**src/rtl/regbank_wr_queue.sv**
```systemverilog
// Write queue in front of the 32x32 register bank: FIFO of pending writes,
// in-order drain into the single bank write port, and youngest-wins forwarding.
`timescale 1ns/1ps
module regbank_wr_queue #(
  parameter int DEPTH = 4,
  parameter int AW    = 5,
  parameter int DW    = 32,
  localparam int PW   = $clog2(DEPTH),
  localparam int CW   = PW + 1
) (
  input  logic          clk,
  input  logic          reset,
  input  logic          in_valid,
  output logic          in_ready,
  input  logic [AW-1:0] in_addr,
  input  logic [DW-1:0] in_data,
  input  logic          drain_en,
  output logic          rb_write,
  output logic [AW-1:0] rb_dr,
  output logic [DW-1:0] rb_wrData,
  input  logic [AW-1:0] lk_addr1,
  input  logic [AW-1:0] lk_addr2,
  output logic          lk_hit1,
  output logic          lk_hit2,
  output logic [DW-1:0] lk_data1,
  output logic [DW-1:0] lk_data2,
  output logic [CW-1:0] count,
  output logic          empty,
  output logic          full
);

  logic [AW-1:0]    addr_q [DEPTH];
  logic [DW-1:0]    data_q [DEPTH];
  logic [DEPTH-1:0] valid_q, valid_d;
  logic [PW-1:0]    wr_ptr_q, wr_ptr_d;
  logic [PW-1:0]    rd_ptr_q, rd_ptr_d;
  logic [CW-1:0]    count_q, count_d;
  logic [PW-1:0]    lk_idx;
  logic             push, pop;

  assign count     = count_q;
  assign empty     = (count_q == '0);
  assign full      = (count_q == CW'(DEPTH));
  assign in_ready  = reset & ~full;
  assign push      = in_valid & in_ready;
  assign pop       = drain_en & ~empty;
  assign rb_write  = pop;
  assign rb_dr     = addr_q[rd_ptr_q];
  assign rb_wrData = data_q[rd_ptr_q];

  always_comb begin
    wr_ptr_d = wr_ptr_q;
    rd_ptr_d = rd_ptr_q;
    valid_d  = valid_q;
    count_d  = count_q;
    if (pop) begin
      valid_d[rd_ptr_q] = 1'b0;
      rd_ptr_d          = rd_ptr_q + 1'b1;
    end
    if (push) begin
      valid_d[wr_ptr_q] = 1'b1;
      wr_ptr_d          = wr_ptr_q + 1'b1;
    end
    case ({push, pop})
      2'b10:   count_d = count_q + 1'b1;
      2'b01:   count_d = count_q - 1'b1;
      default: count_d = count_q;
    endcase
  end

  always_ff @(posedge clk or negedge reset) begin
    if (!reset) begin
      wr_ptr_q <= '0;
      rd_ptr_q <= '0;
      valid_q  <= '0;
      count_q  <= '0;
    end else begin
      wr_ptr_q <= wr_ptr_d;
      rd_ptr_q <= rd_ptr_d;
      valid_q  <= valid_d;
      count_q  <= count_d;
    end
  end

  // Payload is deliberately not reset; valid bits alone qualify it.
  always_ff @(posedge clk) begin
    if (push) begin
      addr_q[wr_ptr_q] <= in_addr;
      data_q[wr_ptr_q] <= in_data;
    end
  end

  // Walk oldest to youngest from rd_ptr so the last match wins.
  always_comb begin
    lk_hit1  = 1'b0;
    lk_hit2  = 1'b0;
    lk_data1 = '0;
    lk_data2 = '0;
    lk_idx   = rd_ptr_q;
    for (int i = 0; i < DEPTH; i++) begin
      lk_idx = rd_ptr_q + PW'(i);
      if (valid_q[lk_idx] && (addr_q[lk_idx] == lk_addr1)) begin
        lk_hit1  = 1'b1;
        lk_data1 = data_q[lk_idx];
      end
      if (valid_q[lk_idx] && (addr_q[lk_idx] == lk_addr2)) begin
        lk_hit2  = 1'b1;
        lk_data2 = data_q[lk_idx];
      end
    end
  end

endmodule

```
**config.mk**
```make
export PLATFORM = sky130hd
export DESIGN_NAME = regbank_wr_queue
export DESIGN_NICKNAME = d
export VERILOG_FILES = /design/src/rtl/regbank_wr_queue.sv
export SDC_FILE = /design/constraint.sdc
export NUM_CORES = 1
export LEC_CHECK = 0
export BUFFER_PORTS_ARGS = -buffer_cell sky130_fd_sc_hd__buf_2
export CELL_PAD_IN_SITES_DETAIL_PLACEMENT = 0
export CELL_PAD_IN_SITES_GLOBAL_PLACEMENT = 1
export CORE_ASPECT_RATIO = 0.5
export CORE_MARGIN = 3
export CORE_UTILIZATION = 36
export CTS_BUF_LIST = sky130_fd_sc_hd__clkbuf_8 sky130_fd_sc_hd__clkbuf_16
export CTS_CLUSTER_DIAMETER = 50
export DETAILED_ROUTE_END_ITERATION = 8
export PLACE_DENSITY_LB_ADDON = 0.1
export SYNTH_ARGS = -nofsm -noshare
export SYNTH_HDL_FRONTEND = slang
export SYNTH_SLANG_ARGS = --single-unit
```
**constraint.sdc**
```tcl
create_clock -name clk -period 5.65 [get_ports clk]
set_clock_uncertainty 0.15 [all_clocks]
set_input_delay 0.2825 -clock clk [delete_from_list [all_inputs] [get_ports clk]]
set_output_delay 0.2825 -clock clk [all_outputs]
set_load 0.02 [all_outputs]
```
[After elaboration in Yosys (flattened, before gate mapping)]
Memory sizes are Yosys's and may differ from the RTL's.
Cells that the tools add are included.
Storage, ports and cells
  memories kept: 2
  register bits: 11
  RAM bits: 148
  output and inout bits: 110
  word-level logic and storage cells: 83
Memories
  data_q: depth 4, width 32, read ports 4, clocked after Yosys merged registers in 0, write ports 1, RTL line 33  | logic [DW-1:0] data_q [DEPTH];
  addr_q: depth 4, width 5, read ports 4, clocked after Yosys merged registers in 0, write ports 1, RTL line 32  | logic [AW-1:0] addr_q [DEPTH];
Operators by class
  $lt $le $gt $ge: 7
  equality and inequality tests: 11
  bitwise logic cells: 8
  add/sub/neg operators: 6
  multiplexer cells: 33
  reduce and logical (&&, ||, !) cells: 12
Operator list (number)
  2-to-1 mux 32 bit: 8
  equality test 5 bit: 8
  2-to-1 mux 1 bit: 16
  < comparator 2 x 3 -> 1 bit, second input constant: 5
  logical AND 1 bit: 10
  binary-select mux 1 bit (select 2 bit): 4
  2-to-1 mux 4 bit: 2
  case mux 3 bit (2 select lines): 1
  adder 2 x 1 -> 2 bit, second input constant: 2
  adder 2 bit, second input constant: 2
  AND 4 bit: 1
  demux 1 bit (select 2 bit): 2
  greater-or-equal comparator 2 x 1 -> 1 bit, second input constant: 2
  inverter 4 bit: 1
  bitwise OR 4 bit: 1
  adder 3 x 1 -> 3 bit, second input constant: 1
  AND 1 bit: 3
  equality test 3 bit, second input constant: 1
  logical NOT 3 bit: 1
  subtractor 3 x 1 -> 3 bit, second input constant: 1
  equality test 2 x 1 -> 1 bit, second input constant: 1
  equality test 2 bit, second input constant: 1
  inverter 1 bit: 2
  nonzero test 2 bit: 1

[Depth between registers and ports, before layout]
Gate-level depths: netlist of the first run.
  depth in word-level cells: 9
  depth in mapped cells: 16
  gate-level depth less buffers: 11

[Worst setup path before layout of the first run]
No wires, ideal clock.
  path kind: register -> output
  start: reg rd_ptr_q[0]
  end: out lk_data1[6]
  path buffers: 7
  setup slack: 1359 ps
  data required time: 5218 ps
  arrival: 3859 ps
  cell stages (with the launch flop): 16
  cell sequence: dfrtp_1 buf_6 buf_6 buf_2 inv_1 buf_1 ha_1 buf_6 buf_6 mux4_2 xnor2_1 nand2_1 nor2_2 buf_2 a211oi_1 a221oi_1
RTL lines
  start, declared: RTL line 36  | logic [PW-1:0] rd_ptr_q, rd_ptr_d;
  start signal, assigned: RTL line 79  | rd_ptr_q <= rd_ptr_d;
  adder 2 bit *: RTL line 101  | lk_idx = rd_ptr_q + PW'(i);
  via lk_idx[0]: RTL line 38  | logic [PW-1:0] lk_idx;
  memory (4 x 5 bit) / binary-select mux 1 bit (select 2 bit) (equally long branches)
  equality test 5 bit / 2-to-1 mux 1 bit (equally long branches): RTL line 102  | if (valid_q[lk_idx] && (addr_q[lk_idx] == lk_addr1)) begin
  logical AND 1 bit: RTL line 102
  2-to-1 mux 32 bit *: RTL line 102
  end, declared: RTL line 25  | output logic [DW-1:0] lk_data1,
Mark *: on every way through the listed nets, which the timed path passes. The rest lies on a longest branch. The select of a mux whose other input is x is not followed.

[Worst setup path in the final report of the first run]
  start: reg rd_ptr_q[1]
  end: out lk_data2[18]
On the way
  word-level cells in the longest chain between the ends: 7
Ends and longest elaborated chain
  adder 2 x 1 -> 2 bit, or another cell as far along: RTL line 101
  memory (4 x 5 bit), or another cell as far along
  equality test 5 bit, or another cell as far along: RTL line 106  | if (valid_q[lk_idx] && (addr_q[lk_idx] == lk_addr2)) begin
  logical AND 1 bit / 2-to-1 mux 32 bit (equally long branches): RTL line 106
  2-to-1 mux 32 bit (2 in a row): RTL line 106
  2-to-1 mux 32 bit *: RTL line 106
  end, declared: RTL line 26  | output logic [DW-1:0] lk_data2,
Every way passes the cells marked *; elsewhere a longest branch is shown, timed or not. The select of a mux whose other input is x is not followed.

==> flow_summary.yaml, run 1 <==
layout:
  nNetsFinal: 1012
  final_layout_size_suffix_gt1_share_pct: 43.88
  area_delta_synth_final_pct: 18.54
  fin_area_um2: 13580
  diodes: 0
route:
  via_per_inst: 5.876
  wl_mm: 33.78
  num_vias: 8150
  wl_per_cell_um: 24.35
  drt_iter0_markers: 638
  drc_errors: 0
  firstDrtPassIters: 5
  drtAntennaViolNets: 0
clock_network:
  clkLatencyLatePin_ns: 0.45
  cts_buffers: 17
  path_clk_slew_ns: 0.07
  clock_path_buffers: 2
  post-cts-setup-buffers: 0
  cts_resized: 0
  cts_tree: "built"
  root_buffer: "clkbuf_16"
  cts_hold_buf: 38
  cts_sinks: 159
  h-tree-depth: 4
worst_setup_path:
  worstPathArrival_ns: 4.57
  end_kind: "primary output"
  path_max_fanout: 41
  critical_path_class: "flip-flop to primary output"
  worstPathRequired_ns: 5.22
  start_kind: "flip-flop"
power_and_ir_drop:
  p_per_area_nw_per_um2: 538.4
  p_leak_nw: 4.699
  irDropWorstVdd_mv: 0.2765
  power_mw: 7.313
timing:
  tightest_slew_ns: 1.054
  period_share_pct: 88.61
  fin_ws_ns: 0.6434
  grt_setup_unrepaired: "no"
  max-slew-margin-rel_pct: 29.76
  final-setup-viol-count: 0
  tns_ns: 0
  fin_crit_ns: 5.007
  hold_viol_final: 0
  fmax_ghz: 0.1997
  slew_viol_final: 0
yosys:
  seq_area_frac_synth_pct: 41.19
  ys_warn_count: 0
  ys_top_cells_by_area: "edfxtp_1, mux4_2, mux2i_1, a221oi_2, o221ai_2"
  synth_top_area_share_pct: 38.79
  syn_avg_cell_area_um2: 14.67
  synth_cell_types: 47
  synthCells: 781
  ys_async_sr_fraction_pct: 6.918
  yosys_most_used_dff: "edfxtp_1"
  yosysTopAreaCell: "edfxtp_1"
  syn-num-nets: 842
  synth_edf_count: 148
  ys_ff_latch: 159
  synth_area_um2: 11460
place:
  hpwl_mm: 22.23
  gp_congestion: 0.8255
  dp_slack_ns: 1.113
  dpl_cell_area_um2: 12570
  port_buffers: 160
global_routing:
  overflow: 0
  grt_antenna_before_repair: 0
  grt_use_total_pct: 20.06
  grt_pass1_vias: 8454
  grt_max_degree: 70
  grt_first_pass_wirelength_mm: 52.05
floorplanning:
  die_h_um: 132.1
  dieArea_um2: 34130
  coreArea_um2: 30800
  fp-row-count: 45
  die_x_um: 258.3
  io_pins: 161
  start_util_pct: 37.20
worst_hold_path:
  hold_path_class: "input pin to asynchronous set/reset pin"
flow_run:
  maxCapViolations: 0
run_status:
  status: "completed"
==> metrics by stage <==
step | hold WS (ns) | std cells | utilization (%)
after floorplan | -0.1631 | 781 | -
after global placement | 0.03670 | 1317 | 40.82
after detailed placement | 0.03610 | 1317 | 40.82
after CTS | 0.07665 | 1387 | 44.10
after global routing | 0.1067 | 1387 | 44.10
final | 0.08778 | 1387 | 44.10
==> power breakdown <==
| part | internal [mW] | total [mW] | switching [mW] |
|---|---|---|---|
| combinational | 1.98 | 4.43 | 2.45 |
| clock | 0.751 | 1.25 | 0.494 |
| sequential | 1.46 | 1.64 | 0.178 |
==> state kept, by name, summed over array words and instances (netlist names) <==
register,count
valid_q,4
count,3
wr_ptr_q,2
addr_q,20
data_q,128
rd_ptr_q,2
==> synth_stat cells, types with 3 or more instances <==
cell,number
nor4_1,3
buf_4,6
mux2_2,16
o21ai_0,18
a211oi_1,24
xnor2_1,27
dfrtp_1,11
nor2_1,27
buf_2,22
nor2_2,4
nand3b_1,8
a21o_1,4
o221ai_2,19
buf_6,14
ha_1,9
nand2_1,64
clkbuf_1,17
mux4_2,136
a221oi_2,19
and3_1,9
edfxtp_1,148
inv_1,23
buf_1,9
xor2_1,18
a221oi_1,5
mux2i_1,57
o221ai_1,19
nand4_1,4
nand3_1,17
==> final timing paths <==
check	from	to	slack, ns	cells after the start
worst min register to register	count[2]	count[2]	0.37	1
max in group asynchronous	reset	rd_ptr_q[1]	5.00	2
worst max-delay path	rd_ptr_q[1]	lk_data2[18]	0.64	10
worst min-delay path	reset	wr_ptr_q[1]	0.09	2
worst max register to register	rd_ptr_q[0]	valid_q[1]	2.98	5
min in group clk	in_valid	wr_ptr_q[0]	0.11	3
==> cells in the final DEF, fill, tap and decap left out, drive strengths merged, types with 11 or more instances in the layout <==
cell type and n:
edfxtp 148, nor2 32, o21ai 19, dlygate4sd3 38, nand3 17, mux2 16, inv 27, mux2i 57
mux4 136, xnor2 27, a211oi 24, xor2 18, buf 183, a221oi 24, dfrtp 11, o221ai 38
nand2 66, clkbuf 18
==> worst max-delay path, cell delays in order (launching register included) <==
cell and delay, ns:
dfrtp_4 0.69, inv_1 0.17, ha_4 0.56, mux4_2 0.61, xor2_1 0.16, nor4_1 0.29, and3_2 0.28, buf_4 0.61
a211oi_1 0.19, a221oi_2 0.32, buf_2 0.22
==> kinds of logic after synthesis <==
logic type / synth area share (%)
AO/OA/AOI/OAI: 10.00
buffers and inverters: 4.598
multiplexers: 33.29
adder cells (fa/ha/maj): 1.158
AND/OR/NAND/NOR: 6.323
XOR/XNOR: 3.440
flip-flops: 41.19
==> area by class of cell <==
class	instances	area, um^2
Clock buffer	18	439.2
Multi-Input combinational cell	529	6245
Inverter	23	86.33
Clock inverter	14	188.9
Tap cell	423	529.3
Timing Repair Buffer	221	1366
Sequential cell	159	4727
Fill cell	2804	17220
==> routing by layer <==
metal / vias up / share of wire (%) / global-route usage (%)
met4: 0 / 2.0 / 5.750
met3: 43 / 5.8 / 3.992
met2: 264 / 48 / 32.52
met5: - / 0 / 0
met1: 4269 / 45 / 27.55
li1: 3574 / - / -
(Power assumes the default switching activity.)
==> run 2, diff against run 1 <==
- ABC_AREA: unset -> 1
==> run 2 against run 1 <==
Combinational power up 16%. Cell count is 55% higher. Global-route usage increased by 2.7 points. Die area is 2.8% higher. Synthesized cell count grew 100%. Critical path depth is 4 higher. Flip-flop and latch count is the same. Largest cell class unchanged. Highest routed layer unchanged.
==> flow_summary.yaml, run 2 <==
run_status:
  status: "completed"
timing:
  fin_crit_ns: 5.088
  tightest_slew_ns: 1.132
  grt_setup_unrepaired: "no"
  final-setup-viol-count: 0
  tns_ns: 0
  max-slew-margin-rel_pct: 24.34
  hold_viol_final: 0
  slew_viol_final: 0
  period_share_pct: 90.06
  fmax_ghz: 0.1965
route:
  drtAntennaViolNets: 0
  firstDrtPassIters: 5
  drc_errors: 0
  num_vias: 11190
  drt_iter0_markers: 1062
  wl_per_cell_um: 18.28
  via_per_inst: 5.202
  wl_mm: 39.34
global_routing:
  grt_first_pass_wirelength_mm: 60.84
  overflow: 0
  grt_max_degree: 117
  grt_pass1_vias: 10840
  grt_use_total_pct: 22.73
  grt_antenna_before_repair: 0
floorplanning:
  start_util_pct: 36.89
  dieArea_um2: 35070
  die_x_um: 261.9
  io_pins: 161
  coreArea_um2: 31940
  fp-row-count: 46
  die_h_um: 133.9
yosys:
  syn-num-nets: 1629
  synth_edf_count: 148
  synth_area_um2: 11780
  ys_ff_latch: 159
  synth_top_area_share_pct: 37.72
  synth_cell_types: 35
  ys_warn_count: 0
  ys_top_cells_by_area: "edfxtp_1, nand2_1, mux2i_1, nand3_1, nor2_1"
  synth_most_common_cell: "nand2_1"
  syn_avg_cell_area_um2: 7.515
  synthCells: 1568
  ys_async_sr_fraction_pct: 6.918
  seq_area_frac_synth_pct: 40.05
  yosysTopAreaCell: "edfxtp_1"
  yosys_most_used_dff: "edfxtp_1"
  synth_top_cells_by_count: "nand2_1, nor2_1, nand3_1, edfxtp_1, o21ai_0"
worst_setup_path:
  cpPeakStageDelay_ns: 0.79
  start_kind: "flip-flop"
  ff2ff_path_depth: 6
  worstPathRequired_ns: 5.22
  path_max_fanout: 44
  cp_top_family: "simple AND/OR/NAND/NOR gates"
  reg2reg_from: "count[2]"
  end_kind: "primary output"
  r2r_slack_ns: 2.76
  crit_chain: "inv_2, ha_1, clkinv_2, nand3_1, nand2_1, nand2_1, o21ai_0, nor2_4, nand3_2, buf_4, nand2_1, nand3_1, a21oi_1, buf_2"
  crit_path_top_delay_cell: "dfrtp_4"
  critical_path_class: "flip-flop to primary output"
  worstPathArrival_ns: 4.66
  cp_common_cell: "nand2_1"
  rr_endpoint: "data_q[3][24]"
  crit_buf_inv: 4
layout:
  final_layout_size_suffix_gt1_share_pct: 14.19
  area_delta_synth_final_pct: 16.74
  fin_area_um2: 13760
  layout.cells.non_filler: 2152
  final_common_cell: "nand2_1"
  diodes: 0
  finalCoreUtilization_pct: 43.07
  top_regs: "data_q: 128 flops, addr_q: 20 flops, valid_q: 4 flops"
  final_cell_mix: "nand2_1, nor2_1, buf_2"
  top_register: "data_q"
  nNetsFinal: 1768
  largest_reg_flops: 128
clock_network:
  root_buffer: "clkbuf_16"
  clkLatencyLatePin_ns: 0.45
  cts_buffers: 17
  cts_resized: 0
  cts_tree: "built"
  h-tree-depth: 4
  cts_hold_buf: 38
  clock_path_buffers: 2
  cts_sinks: 159
  post-cts-setup-buffers: 0
  path_clk_slew_ns: 0.07
place:
  port_buffers: 160
  gp_congestion: 0.8779
  hpwl_mm: 26.44
  dpl_cell_area_um2: 12770
  place_inst: 2082
power_and_ir_drop:
  irDropWorstVdd_mv: 0.3754
  power_mw: 7.919
  p_per_area_nw_per_um2: 575.6
  p_leak_nw: 6.488
worst_hold_path:
  hold_path_class: "input pin to asynchronous set/reset pin"
flow_run:
  maxCapViolations: 0
==> run 2: changes by cell type in the layout (fill, tap and decap cells not counted), moves of 26 or more <==
| cell | previous run | this run |
|---|---|---|
| inv_1 | 24 | 99 |
| nor2_1 | 27 | 187 |
| nand2_1 | 64 | 448 |
| a21oi_1 | 1 | 69 |
| o21ai_0 | 18 | 136 |
| mux4_2 | 136 | 0 |
| mux2i_1 | 57 | 122 |
| xnor2_1 | 27 | 1 |
| nand3_1 | 17 | 151 |
==> run 2: logic make-up after synthesis <==
logic type	share of synthesized area [%]
compound gates	9.535
xor+xnor	0.9662
fa+ha+maj	1.126
buf+inv	8.091
flops	40.05
mux	10.36
simple gates	29.87
==> run 2: how the worst max path moves through the flow <==
stage / to / cells past startpoint / startpoint / slack [ns]
after floorplan: lk_data1[24] / 17 / rd_ptr_q[1] / 1.81
after global placement: lk_data1[5] / 13 / rd_ptr_q[0] / 1.09
after detailed placement: lk_data1[5] / 13 / rd_ptr_q[0] / 1.07
after CTS: lk_data1[5] / 13 / rd_ptr_q[0] / 0.56
after global routing: lk_data1[22] / 14 / rd_ptr_q[0] / 0.19
final: lk_data1[5] / 14 / rd_ptr_q[0] / 0.56
==> run 2: per-layer routing <==
layer	GRT usage [%]	wire (um)	part of all wire (%)
met5	0	0	0
met4	6.699	781	2.0
met3	3.679	1999	5.1
met2	36.82	17840	45
met1	31.41	18720	48
==> run 2: power by group <==
group / internal, mW / switching, mW
clock network: 0.665 / 0.528
logic: 1.51 / 3.63
registers: 1.45 / 0.131
==> run 2: cell type report <==
cell class / instances / area, um^2
clock buffer: 17 / 425.4
clock inverter: 15 / 176.4
fill: 3266 / 18190
inverter: 107 / 404.1
multi-input combinational: 1205 / 6151
sequential: 159 / 4723
tap: 432 / 540.5
timing repair buffer: 217 / 1336
==> run 2: per-stage QoR <==
stage          hold slack, ns  setup slack, ns
3_5_place_dp          0.03073            1.070
2_1_floorplan         -0.1631            1.812
4_1_cts               0.08647           0.5606
3_3_place_gp          0.02368            1.091
5_1_grt               0.08677           0.1921
6_report              0.08616           0.5617
==> run 2: worst register-to-register path, stage by stage, from the launching register on <==
cell and delay [ns]:
dfrtp_1 0.40, inv_1 0.10, nor3_1 0.06, nor2_1 0.14
nand2_1 0.35, nor2_4 0.98, buf_4 0.41
==> run 3, diff against run 2 <==
- CORE_UTILIZATION: 36 -> 43
==> run 3 against run 2 <==
Total power down 2.7%. Maximum frequency up 1.4%. Worst setup slack better by 0.070 ns. Sequential share of layout area up 0.49 points. Register-to-register slack better by 0.10 ns. Clock power down 15%. Cell area down 1.4%. Non-clock buffer count up 2. Sequential power about the same. Critical path type unchanged.
==> flow_summary.yaml, run 3 (synthesized netlist as in run 2, its figures left out) <==
power_and_ir_drop:
  p_leak_nw: 6.451
  p_sw_mw: 4.193
  pwr-share-clk_pct: 13.2
  irDropWorstVdd_mv: 0.3553
  switching_share_pct: 54.42
  power.share.combinational_pct: 66.7
  p_int_mw: 3.512
  p_per_area_nw_per_um2: 568.1
  seq_power_share_pct: 20.1
route:
  wl_mm: 37.91
  wl_per_cell_um: 18.28
  num_vias: 11290
  firstDrtPassIters: 6
  drc_errors: 0
  drtAntennaViolNets: 0
  drt_iter0_markers: 988
  via_per_inst: 5.444
global_routing:
  grt_pass1_vias: 10310
  overflow: 0
  grt_first_pass_wirelength_mm: 57.37
  grt_use_total_pct: 25.52
  grt_max_degree: 107
  grt_antenna_before_repair: 0
flow_run:
  maxCapViolations: 0
timing:
  final-setup-viol-count: 0
  period_share_pct: 88.82
  grt_setup_unrepaired: "no"
  slew_viol_final: 0
  tns_ns: 0
  hold_viol_final: 0
  fmax_ghz: 0.1993
  fin_crit_ns: 5.018
  tightest_slew_ns: 1.209
  max-slew-margin-rel_pct: 19.41
layout:
  final_layout_size_suffix_gt1_share_pct: 13.94
  finalCoreUtilization_pct: 50.80
  largest_reg_flops: 128
  area_delta_synth_final_pct: 15.09
  final_cell_mix: "nand2_1, nor2_1, buf_2"
  final_common_cell: "nand2_1"
  top_regs: "data_q: 128 flops, addr_q: 20 flops, valid_q: 4 flops"
  n_fill_cell: 2562
  top_register: "data_q"
  diodes: 0
  fin_area_um2: 13560
  nNetsFinal: 1770
worst_hold_path:
  hold_path_class: "input pin to asynchronous set/reset pin"
clock_network:
  h-tree-depth: 4
  post-cts-setup-buffers: 0
  root_buffer: "clkbuf_16"
  path_clk_slew_ns: 0.06
  clkLatencyLatePin_ns: 0.45
  cts_buffers: 17
  cts_sinks: 159
  cts_tree: "built"
  clock_path_buffers: 2
floorplanning:
  start_util_pct: 44.14
  die_x_um: 240.1
  coreArea_um2: 26700
  fp-row-count: 42
  io_pins: 161
  die_h_um: 123.1
  dieArea_um2: 29550
worst_setup_path:
  critical_path_class: "flip-flop to primary output"
  start_kind: "flip-flop"
  path_max_fanout: 75
  worstPathRequired_ns: 5.22
  end_kind: "primary output"
  worstPathArrival_ns: 4.59
place:
  port_buffers: 160
  hpwl_mm: 24.99
  dpl_cell_area_um2: 12670
  gp_congestion: 0.8868
run_status:
  status: "completed"
[run 3: area by class of cell]
| class | instances | area [um^2] | area share (%) |
|---|---|---|---|
| multi-input combinational | 1205 | 6146 | 45.32 |
| inverter | 107 | 404.1 | 2.980 |
| tap | 352 | 440.4 | 3.248 |
| timing repair buffer | 219 | 1339 | 9.872 |
| clock inverter | 15 | 83.83 | 0.6181 |
| sequential | 159 | 4723 | 34.83 |
| clock buffer | 17 | 425.4 | 3.137 |
[run 3: power by group through the flow]
stage	combinational (mW)	clock [mW]	sequential, mW
floorplan	3.73	0	1.55
CTS	5.11	1.03	1.55
global route	5.68	1.08	1.56
detailed placement	5.07	0	1.57
global placement	5.05	0	1.56
finish	5.14	1.01	1.55
[run 3: what timing repair did]
item | in CTS | in global routing
gates resized for setup | 0 | 0
hold endpoints to repair | 159 | 0
hold buffers | 38 | 0
[run 3: worst paths after layout]
check | startpoint | end | slack [ns] | depth (start not counted)
setup / recovery | rd_ptr_q[0] | lk_data2[21] | 0.63 | 9
hold / removal | reset | valid_q[2] | 0.1 | 2
setup reg to reg | count[2] | data_q[3][20] | 2.86 | 6
hold reg to reg | valid_q[1] | valid_q[1] | 0.38 | 2
max in group asynchronous | reset | rd_ptr_q[0] | 5.00 | 2
min in group clk | drain_en | rd_ptr_q[1] | 0.16 | 5
[run 3: critical path: stages (launching register included)]
cell     delay, ns
dfrtp_4       0.59
buf_4         0.94
buf_4         0.96
mux2i_1       0.22
o21ai_0       0.55
nand3_1       0.14
nand2_1       0.08
nand3_1       0.07
a21oi_1       0.26
buf_2         0.22
[run 3: through the flow]
stage          setup slack [ns]  hold slack [ns]  std cells  power, mW
2_1_floorplan             1.812          -0.1631       1568      5.278
3_5_place_dp              1.152          0.02720       2004      6.645
4_1_cts                  0.6593          0.07997       2074      7.686
3_3_place_gp              1.185          0.02673       2004      6.617
6_report                 0.6318          0.09613       2074      7.705
5_1_grt                  0.4087          0.09629       2074      8.322
[run 3: metal layers]
metal  wire length (um)  track usage [%]
met5                  0                0
met1              17370            35.60
met3               2611            4.324
met4                486            6.634
met2              17430            41.55
